[src/rtl/hilo_muldiv_if.sv]
// HI/LO multiply/divide request/response bundle.
// master: execute stage (valid, op, a, b, flush); slave: the unit (busy, hi_new, lo_new, en).
interface hilo_muldiv_if;
    logic        valid;
    logic [1:0]  op;
    logic [31:0] a;
    logic [31:0] b;
    logic        flush;
    logic        busy;
    logic [31:0] hi_new;
    logic [31:0] lo_new;
    logic        en;

    modport master (
        output valid, op, a, b, flush,
        input  busy, hi_new, lo_new, en
    );

    modport slave (
        input  valid, op, a, b, flush,
        output busy, hi_new, lo_new, en
    );
endinterface

[src/rtl/hilo_muldiv.sv]
// Multi-cycle MULT/MULTU/DIV/DIVU unit feeding the HI/LO write port.
// Ports: clk, reset (sync, active-low), bus (hilo_muldiv_if.slave).
module hilo_muldiv #(
    parameter int MULT_CYCLES = 2
) (
    input  logic         clk,
    input  logic         reset,
    hilo_muldiv_if.slave bus
);

    typedef enum logic [1:0] {
        IDLE,
        MUL,
        DIV,
        FIX
    } state_t;

    localparam logic [5:0] MUL_LAST = 6'(MULT_CYCLES - 1);
    localparam logic [5:0] DIV_LAST = 6'd31;

    state_t      state;
    state_t      next_state;
    logic [5:0]  cnt;
    logic [31:0] a_q;
    logic [31:0] b_q;
    logic        sgn_q;
    logic [31:0] dvs;
    logic [31:0] rem;
    logic [31:0] quo;
    logic [31:0] hi_q;
    logic [31:0] lo_q;

    logic        accept;
    logic        en_raw;
    logic        en_int;
    logic [63:0] ext_a;
    logic [63:0] ext_b;
    logic [63:0] prod;
    logic [63:0] mul_res;
    logic [32:0] shifted;
    logic [32:0] diff;
    logic [31:0] q_fix;
    logic [31:0] r_fix;
    logic [31:0] res_hi;
    logic [31:0] res_lo;
    logic [31:0] a_mag;
    logic [31:0] b_mag;

    assign accept = (state == IDLE) && bus.valid && !bus.flush;

    // Signed ops divide on magnitudes; signs come back in FIX.
    assign a_mag = (!bus.op[0] && bus.a[31]) ? -bus.a : bus.a;
    assign b_mag = (!bus.op[0] && bus.b[31]) ? -bus.b : bus.b;

    // Sign/zero extension to 64 bits makes one multiplier serve both ops.
    assign ext_a = {{32{sgn_q & a_q[31]}}, a_q};
    assign ext_b = {{32{sgn_q & b_q[31]}}, b_q};
    assign prod  = ext_a * ext_b;

    // Product delay line; retiming spreads the multiplier across it.
    if (MULT_CYCLES == 1) begin : g_mul_comb
        assign mul_res = prod;
    end else begin : g_mul_pipe
        logic [63:0] pipe [MULT_CYCLES-1];
        always_ff @(posedge clk) begin
            pipe[0] <= prod;
            for (int k = 1; k < MULT_CYCLES - 1; k++) begin
                pipe[k] <= pipe[k-1];
            end
        end
        assign mul_res = pipe[MULT_CYCLES-2];
    end

    // One restoring step: shift in next dividend bit, try subtract.
    assign shifted = {rem, quo[31]};
    assign diff    = shifted - {1'b0, dvs};

    always_comb begin
        q_fix = quo;
        r_fix = rem;
        if (sgn_q && (a_q[31] ^ b_q[31])) begin
            q_fix = -quo;
        end
        if (sgn_q && a_q[31]) begin
            r_fix = -rem;
        end
        if (b_q == 32'd0) begin
            q_fix = 32'hFFFF_FFFF;
            r_fix = a_q;
        end
    end

    always_comb begin
        res_hi = mul_res[63:32];
        res_lo = mul_res[31:0];
        if (state == FIX) begin
            res_hi = r_fix;
            res_lo = q_fix;
        end
    end

    always_comb begin
        next_state = state;
        en_raw     = 1'b0;
        case (state)
            IDLE: begin
                if (accept) begin
                    next_state = bus.op[1] ? DIV : MUL;
                end
            end
            MUL: begin
                if (cnt == MUL_LAST) begin
                    en_raw     = 1'b1;
                    next_state = IDLE;
                end
            end
            DIV: begin
                if (cnt == DIV_LAST) begin
                    next_state = FIX;
                end
            end
            FIX: begin
                en_raw     = 1'b1;
                next_state = IDLE;
            end
            default: next_state = IDLE;
        endcase
        if (bus.flush) begin
            next_state = IDLE;
        end
    end

    // A flushed or reset cycle must never write HI/LO.
    assign en_int     = en_raw && !bus.flush && reset;
    assign bus.en     = en_int;
    assign bus.busy   = (state != IDLE);
    assign bus.hi_new = en_int ? res_hi : hi_q;
    assign bus.lo_new = en_int ? res_lo : lo_q;

    always_ff @(posedge clk) begin
        if (!reset) begin
            state <= IDLE;
            cnt   <= '0;
            a_q   <= '0;
            b_q   <= '0;
            sgn_q <= 1'b0;
            dvs   <= '0;
            rem   <= '0;
            quo   <= '0;
            hi_q  <= '0;
            lo_q  <= '0;
        end else begin
            state <= next_state;
            if (accept) begin
                a_q   <= bus.a;
                b_q   <= bus.b;
                sgn_q <= !bus.op[0];
                cnt   <= '0;
                dvs   <= b_mag;
                quo   <= a_mag;
                rem   <= '0;
            end else if (state == MUL || state == DIV) begin
                cnt <= cnt + 6'd1;
            end
            if (state == DIV) begin
                if (!diff[32]) begin
                    rem <= diff[31:0];
                    quo <= {quo[30:0], 1'b1};
                end else begin
                    rem <= shifted[31:0];
                    quo <= {quo[30:0], 1'b0};
                end
            end
            if (en_int) begin
                hi_q <= res_hi;
                lo_q <= res_lo;
            end
        end
    end

endmodule

[src/flat_wrapper.sv]
// flat-port wrapper written by rule: the top's interface ports become plain ports
module hilo_muldiv_flat 
#(
    parameter int MULT_CYCLES = 2
)
  (clk, reset, bus_valid, bus_op, bus_a, bus_b, bus_flush, bus_busy, bus_hi_new, bus_lo_new, bus_en);
  hilo_muldiv_if bus_i ();
  input  logic clk;
  input  logic reset;
  input wire logic [$bits(bus_i.valid)-1:0] bus_valid;
  input wire logic [$bits(bus_i.op)-1:0] bus_op;
  input wire logic [$bits(bus_i.a)-1:0] bus_a;
  input wire logic [$bits(bus_i.b)-1:0] bus_b;
  input wire logic [$bits(bus_i.flush)-1:0] bus_flush;
  output wire logic [$bits(bus_i.busy)-1:0] bus_busy;
  output wire logic [$bits(bus_i.hi_new)-1:0] bus_hi_new;
  output wire logic [$bits(bus_i.lo_new)-1:0] bus_lo_new;
  output wire logic [$bits(bus_i.en)-1:0] bus_en;
  assign bus_i.valid = bus_valid;
  assign bus_i.op = bus_op;
  assign bus_i.a = bus_a;
  assign bus_i.b = bus_b;
  assign bus_i.flush = bus_flush;
  assign bus_busy = bus_i.busy;
  assign bus_hi_new = bus_i.hi_new;
  assign bus_lo_new = bus_i.lo_new;
  assign bus_en = bus_i.en;
  hilo_muldiv #(.MULT_CYCLES(MULT_CYCLES)) u_core (.clk(clk), .reset(reset), .bus(bus_i));
endmodule
[config.mk]
export PLATFORM = sky130hd
export DESIGN_NAME = hilo_muldiv_flat
export DESIGN_NICKNAME = d
export VERILOG_FILES = /design/src/rtl/hilo_muldiv_if.sv /design/src/rtl/hilo_muldiv.sv /design/src/flat_wrapper.sv
export SDC_FILE = /design/constraint.sdc
export NUM_CORES = 2
export LEC_CHECK = 0
export ABC_AREA = 1
export CORE_MARGIN = 4
export CORE_UTILIZATION = 40
export DETAILED_ROUTE_END_ITERATION = 7
export HOLD_SLACK_MARGIN = 0.05
export PLACE_DENSITY_LB_ADDON = 0.05
export SLEW_MARGIN = 20
export SYNTH_ARGS = -nofsm -noshare
export SYNTH_HDL_FRONTEND = slang
export SYNTH_SLANG_ARGS = --single-unit
export TNS_END_PERCENT = 100
[constraint.sdc]
create_clock -name clk -period 14.19 [get_ports clk]
set_clock_uncertainty 0.1 [all_clocks]
set_input_delay 2.1285 -clock clk [delete_from_list [all_inputs] [get_ports clk]]
set_output_delay 2.1285 -clock clk [all_outputs]
set_load 0.01 [all_outputs]
# After elaboration in Yosys (flattened, before gate mapping)
# Memory sizes are Yosys's and may differ from the RTL's.
# Index checks and enable logic that the tools add are counted.
[classes] add_sub_neg=6 multipliers=1 n_eq_ne=8 muxes=23 bitwise_logic=4 n_reduce_logical=18
[ops] operator="$mux W32" count=15
[ops] operator="$neg A32 Y32" count=4
[ops] operator="$mul A33 B33 Y64" count=1
[ops] operator="$sub A33 B32 Y33" count=1
[ops] operator="$logic_not A32 Y1" count=1
[ops] operator="$logic_and A1 B1 Y1" count=8
[ops] operator="$mux W2" count=4
[ops] operator="$pmux W2 S4" count=1
[ops] operator="$add A6 B1 Y6 const B" count=1
[ops] operator="$eq A6 B1 Y1 const B" count=1
[ops] operator="$eq A6 B5 Y1 const B" count=1
[ops] operator="$ne A2 B1 Y1 const B" count=3
[ops] operator="$eq A2 B2 Y1 const B" count=2
[ops] operator="$reduce_bool A2 Y1" count=2
[ops] operator="$reduce_or A2 Y1" count=2
[ops] operator="$reduce_and A3 Y1" count=1
[ops] operator="$and A1 B1 Y1" count=2
[ops] operator="$eq A2 B1 Y1 const B" count=1
[ops] operator="$logic_not A1 Y1" count=2
[ops] operator="$logic_not A2 Y1" count=1
[ops] operator="$mux W1" count=2
[ops] operator="$pmux W1 S2" count=1
[ops] operator="$logic_or A1 B1 Y1" count=1
[ops] operator="$not A1 Y1" count=1
[ops] operator="$xor A1 B1 Y1" count=1
[word_totals] register_bits=233 mem_bits_rw=64 word_cells=71 mem_count=1
[memory_table] memory="u_core.g_mul_pipe.pipe" words=1 word_bits=64 read_ports=1 rd_clocked_by_memory_dff=0 wr=1 line="hilo_muldiv.sv:64" text="logic [63:0] pipe [MULT_CYCLES-1];"

# Depth between registers and ports, before layout
[logic_depth] depth_word=6 mapped_depth=34

# Worst setup path after synthesis
# No wires, ideal clock.
[synth_timing] path_kind="register -> register" startpoint="register u_core.a_q[31]" endpoint="memory u_core.g_mul_pipe.pipe[0][52]" arrival_ns=7.653 required_ns=13.977 slack_ns=6.324 stages_incl_launch_ff=29 path_buffers=4 cell_sequence="dfxtp_1 -> buf_2 -> nand2_2 -> clkbuf_1 -> clkbuf_1 -> buf_1 -> nor2_1 -> fa_1 -> fa_1 -> fa_1 -> inv_1 -> fa_1 -> inv_1 -> fa_1 -> fa_1 -> inv_1 -> fa_1 -> fa_1 -> inv_1 -> ha_1 -> nand2_1 -> nor2_1 -> inv_1 -> nor2_1 -> inv_1 -> nor4_1 -> nand2_1 -> nand4_1 -> nand2_1"
[synth_via] elab_chain_cells=2
[synth_rtl] item="start, declared" line="hilo_muldiv.sv:24" text="logic [31:0] a_q;"
[synth_rtl] item="start signal, assigned" line="hilo_muldiv.sv:155" text="a_q <= bus.a;"
[synth_rtl] item="$and A1 B1 Y1" line="hilo_muldiv.sv:56" text="assign ext_a = {{32{sgn_q & a_q[31]}}, a_q};"
[synth_rtl] item="$mul A33 B33 Y64 (*)" line="hilo_muldiv.sv:58" text="assign prod = ext_a * ext_b;"
[synth_rtl] item="via u_core.prod[52]" line="hilo_muldiv.sv:38" text="logic [63:0] prod;"
[synth_rtl] item="end, declared" line="hilo_muldiv.sv:64"
# Mark *: on every way through the listed nets, which the timed path passes. The rest lies on a longest branch.

# Final worst setup path
[layout_timing] startpoint="register u_core.a_q[31]" endpoint="memory u_core.g_mul_pipe.pipe[0][63]"
# Same word-level chain as after synthesis.

==> impl_metrics.ini <==
[global_routing]
pin_count_of_the_biggest_net_entering_global_routing = 78
antenna_violations_before_repair = 7
grt_usage_pct = 29.1
number_of_global_route_vias_before_repair = 49900
grt_remaining_overflow = 0
first_pass_grt_wire_length_mm = 324

[logic_synthesis]
synthesis.area_per_instance_um2 = 7.38
synth_area_um2 = 57000
post_synth_num_cell_types = 52
register_area_share_after_synthesis_pct = 10.4
synthesis.yosys.warnings = 0
synth.net_count = 9166
yosys_register_bits = 296
synth_cells = 7714

[setup_path]
critPathRequiredTime_ns = 14.58
path_common_cell = sky130_fd_sc_hd__fa_1
timing.critical_path.slowest_stage_cell = sky130_fd_sc_hd__fa_1
worstReg2RegEnd = u_core.g_mul_pipe.pipe[0][63]$_DFF_P_
cp_num_buf_inv = 8
rr_worst_depth = 28
critPathLaunch = u_core.a_q[31]$_SDFFE_PN0P_
path_depth = 28
worst_r2r_startpoint = u_core.a_q[31]$_SDFFE_PN0P_
crit_type = flop to flop
cp-end-kind = flop
worstPathArrival_ns = 9.30
critical-path-top-delay-family = adder cells
critical_path.startpoint_type = flop
crit_fanout = 34
endpoint = u_core.g_mul_pipe.pipe[0][63]$_DFF_P_
slowest_delay_ns = 1.02
regToRegSetupSlack_ns = 5.28

[sta]
grt_setup_unrepaired = false
slew_headroom_pct = 22.8
timing.final.crit_period_ns = 8.91
fmax_ghz = 0.112
final_cycle_utilization_of_the_critical_path_pct = 62.8
finalSetupViolations = 0
final-hold-violation-count = 0
worst_pin_slew_ns = 1.16
setup_tns_ns = 0
finalMaxSlewViolations = 0

[power_and_ir_drop]
power.ir.vdd_worst_v = 0.0000732
finalPower_mw = 3.46
static-leakage-power_nw = 32.3
cellPowerDensity_nw_per_um2 = 56.6

[drt]
route.antenna.remaining_nets = 0
dr_total_vias = 48000
drt_pass1_iterations = 6
routedWlPerCell_um = 22.3
detail_route.wirelength_mm = 212
route.detailed.vias_per_inst = 5.03
post-route-drc-count = 0
drt_iter0_markers = 3416

[clock_network]
cts-resized-gates = 0
postCtsSetupBuffers = 0
ctsLongestPathBuffers = 3
cts.htree.levels = 2
clk_pin_slew_worst_paths_ns = 0.07
cts_tree = done
clock-root-buffer = sky130_fd_sc_hd__clkbuf_16
numClockSinks = 296
clock_insertion_delay_worst_skew_ns = 0.60
tritoncts.num_buffers = 37
post_cts_hold_buffer_count = 0

[place]
gp_congestion = 0.996
placed_cells_incl_taps = 9461
dp.final_hpwl_mm = 171
io_buffers = 135

[die]
rows = 138
core_region_area_um2 = 141000
die_width_um = 385
design.die.area_um2 = 148000
fp.dieH_um = 385
io-pin-count = 136
floorplan.initialDensity_pct = 40.3

[final_layout]
drive_gt1_share_pct = 3.06
mostFrequentLayoutCell = sky130_fd_sc_hd__nand2_1
fillerInstances = 14900
layout.nets = 9062
final-instance-count-excl-fill = 9529
layout-area-overhead-vs-synth_pct = 7.38
utilization_pct = 43.2
mostFrequentLayoutCells = sky130_fd_sc_hd__nand2_1 (2023), sky130_fd_sc_hd__inv_1 (1920), sky130_fd_sc_hd__fa_1 (1126)

[run]
timing.max_cap.violations = 0

[outcome]
status = finished clean

[worst_hold_path]
min-delay-path-class = flop to flop
area by class of cell:
class                   instances  area (um^2)  area share, %
diodes                          1         2.50        0.00409
clock buffers                  51         1060           1.73
clock inverters                16          171          0.280
inverters                    1936         7270           11.9
multi-input cells            5114        42300           69.2
flip-flops and latches        296         5930           9.70
well taps                    1890         2360           3.87
repair buffers                225         2030           3.31
power breakdown:
part | switching [mW] | internal [mW] | total, mW
clock network | 0.447 | 0.564 | 1.01
logic | 1.04 | 0.435 | 1.48
registers | 0.0704 | 0.901 | 0.972
total | 1.56 | 1.90 | 3.46
layer usage:
metal / routed length (um) / vias to the layer above / GRT usage, %
met1: 97000 / 24200 / 41.6
li1: - / 22300 / -
met4: 5310 / 2 / 6.37
met5: 12 / - / 0
met2: 99200 / 1323 / 48.1
met3: 10600 / 194 / 2.73
how the worst min path moves through the flow:
| stage | depth (start not counted) | startpoint | endpoint |
|---|---|---|---|
| after floorplan | 2 | u_core.dvs[28]$_SDFFE_PN0P_ | u_core.dvs[28]$_SDFFE_PN0P_ |
| after global placement | 2 | u_core.dvs[28]$_SDFFE_PN0P_ | u_core.dvs[28]$_SDFFE_PN0P_ |
| after detailed placement | 2 | u_core.dvs[28]$_SDFFE_PN0P_ | u_core.dvs[28]$_SDFFE_PN0P_ |
| after CTS | 2 | u_core.dvs[28]$_SDFFE_PN0P_ | u_core.dvs[28]$_SDFFE_PN0P_ |
| after global routing | 2 | u_core.lo_q[26]$_SDFF_PN0_ | u_core.lo_q[26]$_SDFF_PN0_ |
| final | 2 | u_core.dvs[28]$_SDFFE_PN0P_ | u_core.dvs[28]$_SDFFE_PN0P_ |
flip-flops by register name, indices dropped and copies added (netlist names):
register / count
u_core.state: 2
u_core.hi_q: 32
u_core.cnt: 6
u_core.dvs: 32
u_core.sgn_q: 1
u_core.g_mul_pipe.pipe: 64
u_core.rem: 32
u_core.quo: 32
u_core.lo_q: 32
u_core.b_q: 31
u_core.a_q: 32
metrics by stage:
step / area, um^2 / hold slack (ns) / setup WS, ns
3_3_place_gp: 59900 / 0.343 / 5.24
5_1_grt: 61100 / 0.384 / 4.72
2_1_floorplan: 57000 / 0.326 / 6.32
4_1_cts: 61100 / 0.365 / 5.18
3_5_place_dp: 59900 / 0.352 / 5.21
6_report: 61200 / 0.363 / 5.28
synthesized netlist by cell type (all sizes together):
library cell	n	share of area [%]
nand2	2038	14
inv	1933	13
fa	1126	40
nor2	503	3.4
clkbuf	334	2.2
dfxtp	296	10
nand3	285	2.6
a21oi	279	2.5
ha	256	5.6
o21ai	186	1.7
xor2	85	1.3
o22ai	62	0.68
nor3	49	0.44
nand4	48	0.53
a31oi	35	0.38
buf	34	0.36
xnor2	30	0.46
or2	29	0.32
o21bai	23	0.30
nand3b	16	0.21
a21o	13	0.17
o211ai	13	0.17
nor4	11	0.12
a21boi	6	0.079
a221oi	4	0.062
and2	4	0.044
and3	4	0.044
clkinv	3	0.020
o31ai	3	0.040
a211oi	1	0.013
mux2i	1	0.018
nor3b	1	0.013
o2111ai	1	0.015
o21a	1	0.013
o221ai	1	0.015
logic make-up after synthesis:
logic type	Yosys count	synth area share [%]
XOR/XNOR	115	1.77
AO/OA/AOI/OAI	628	6.09
adder cells (fa/ha/maj)	1382	45.2
buffers and inverters	2304	15.3
multiplexers	1	0.0176
flip-flops	296	10.4
AND/OR/NAND/NOR	2988	21.2
worst reg2reg max path, delay by kind of cell, from the launching register on:
kind / cells / cell delay (ns)
compound gates: 2 / 0.35
flops: 1 / 0.31
buf+inv: 8 / 1.53
fa+ha+maj: 9 / 5.21
simple gates: 9 / 1.31
Note: power is estimated with default switching activity, not from simulation.
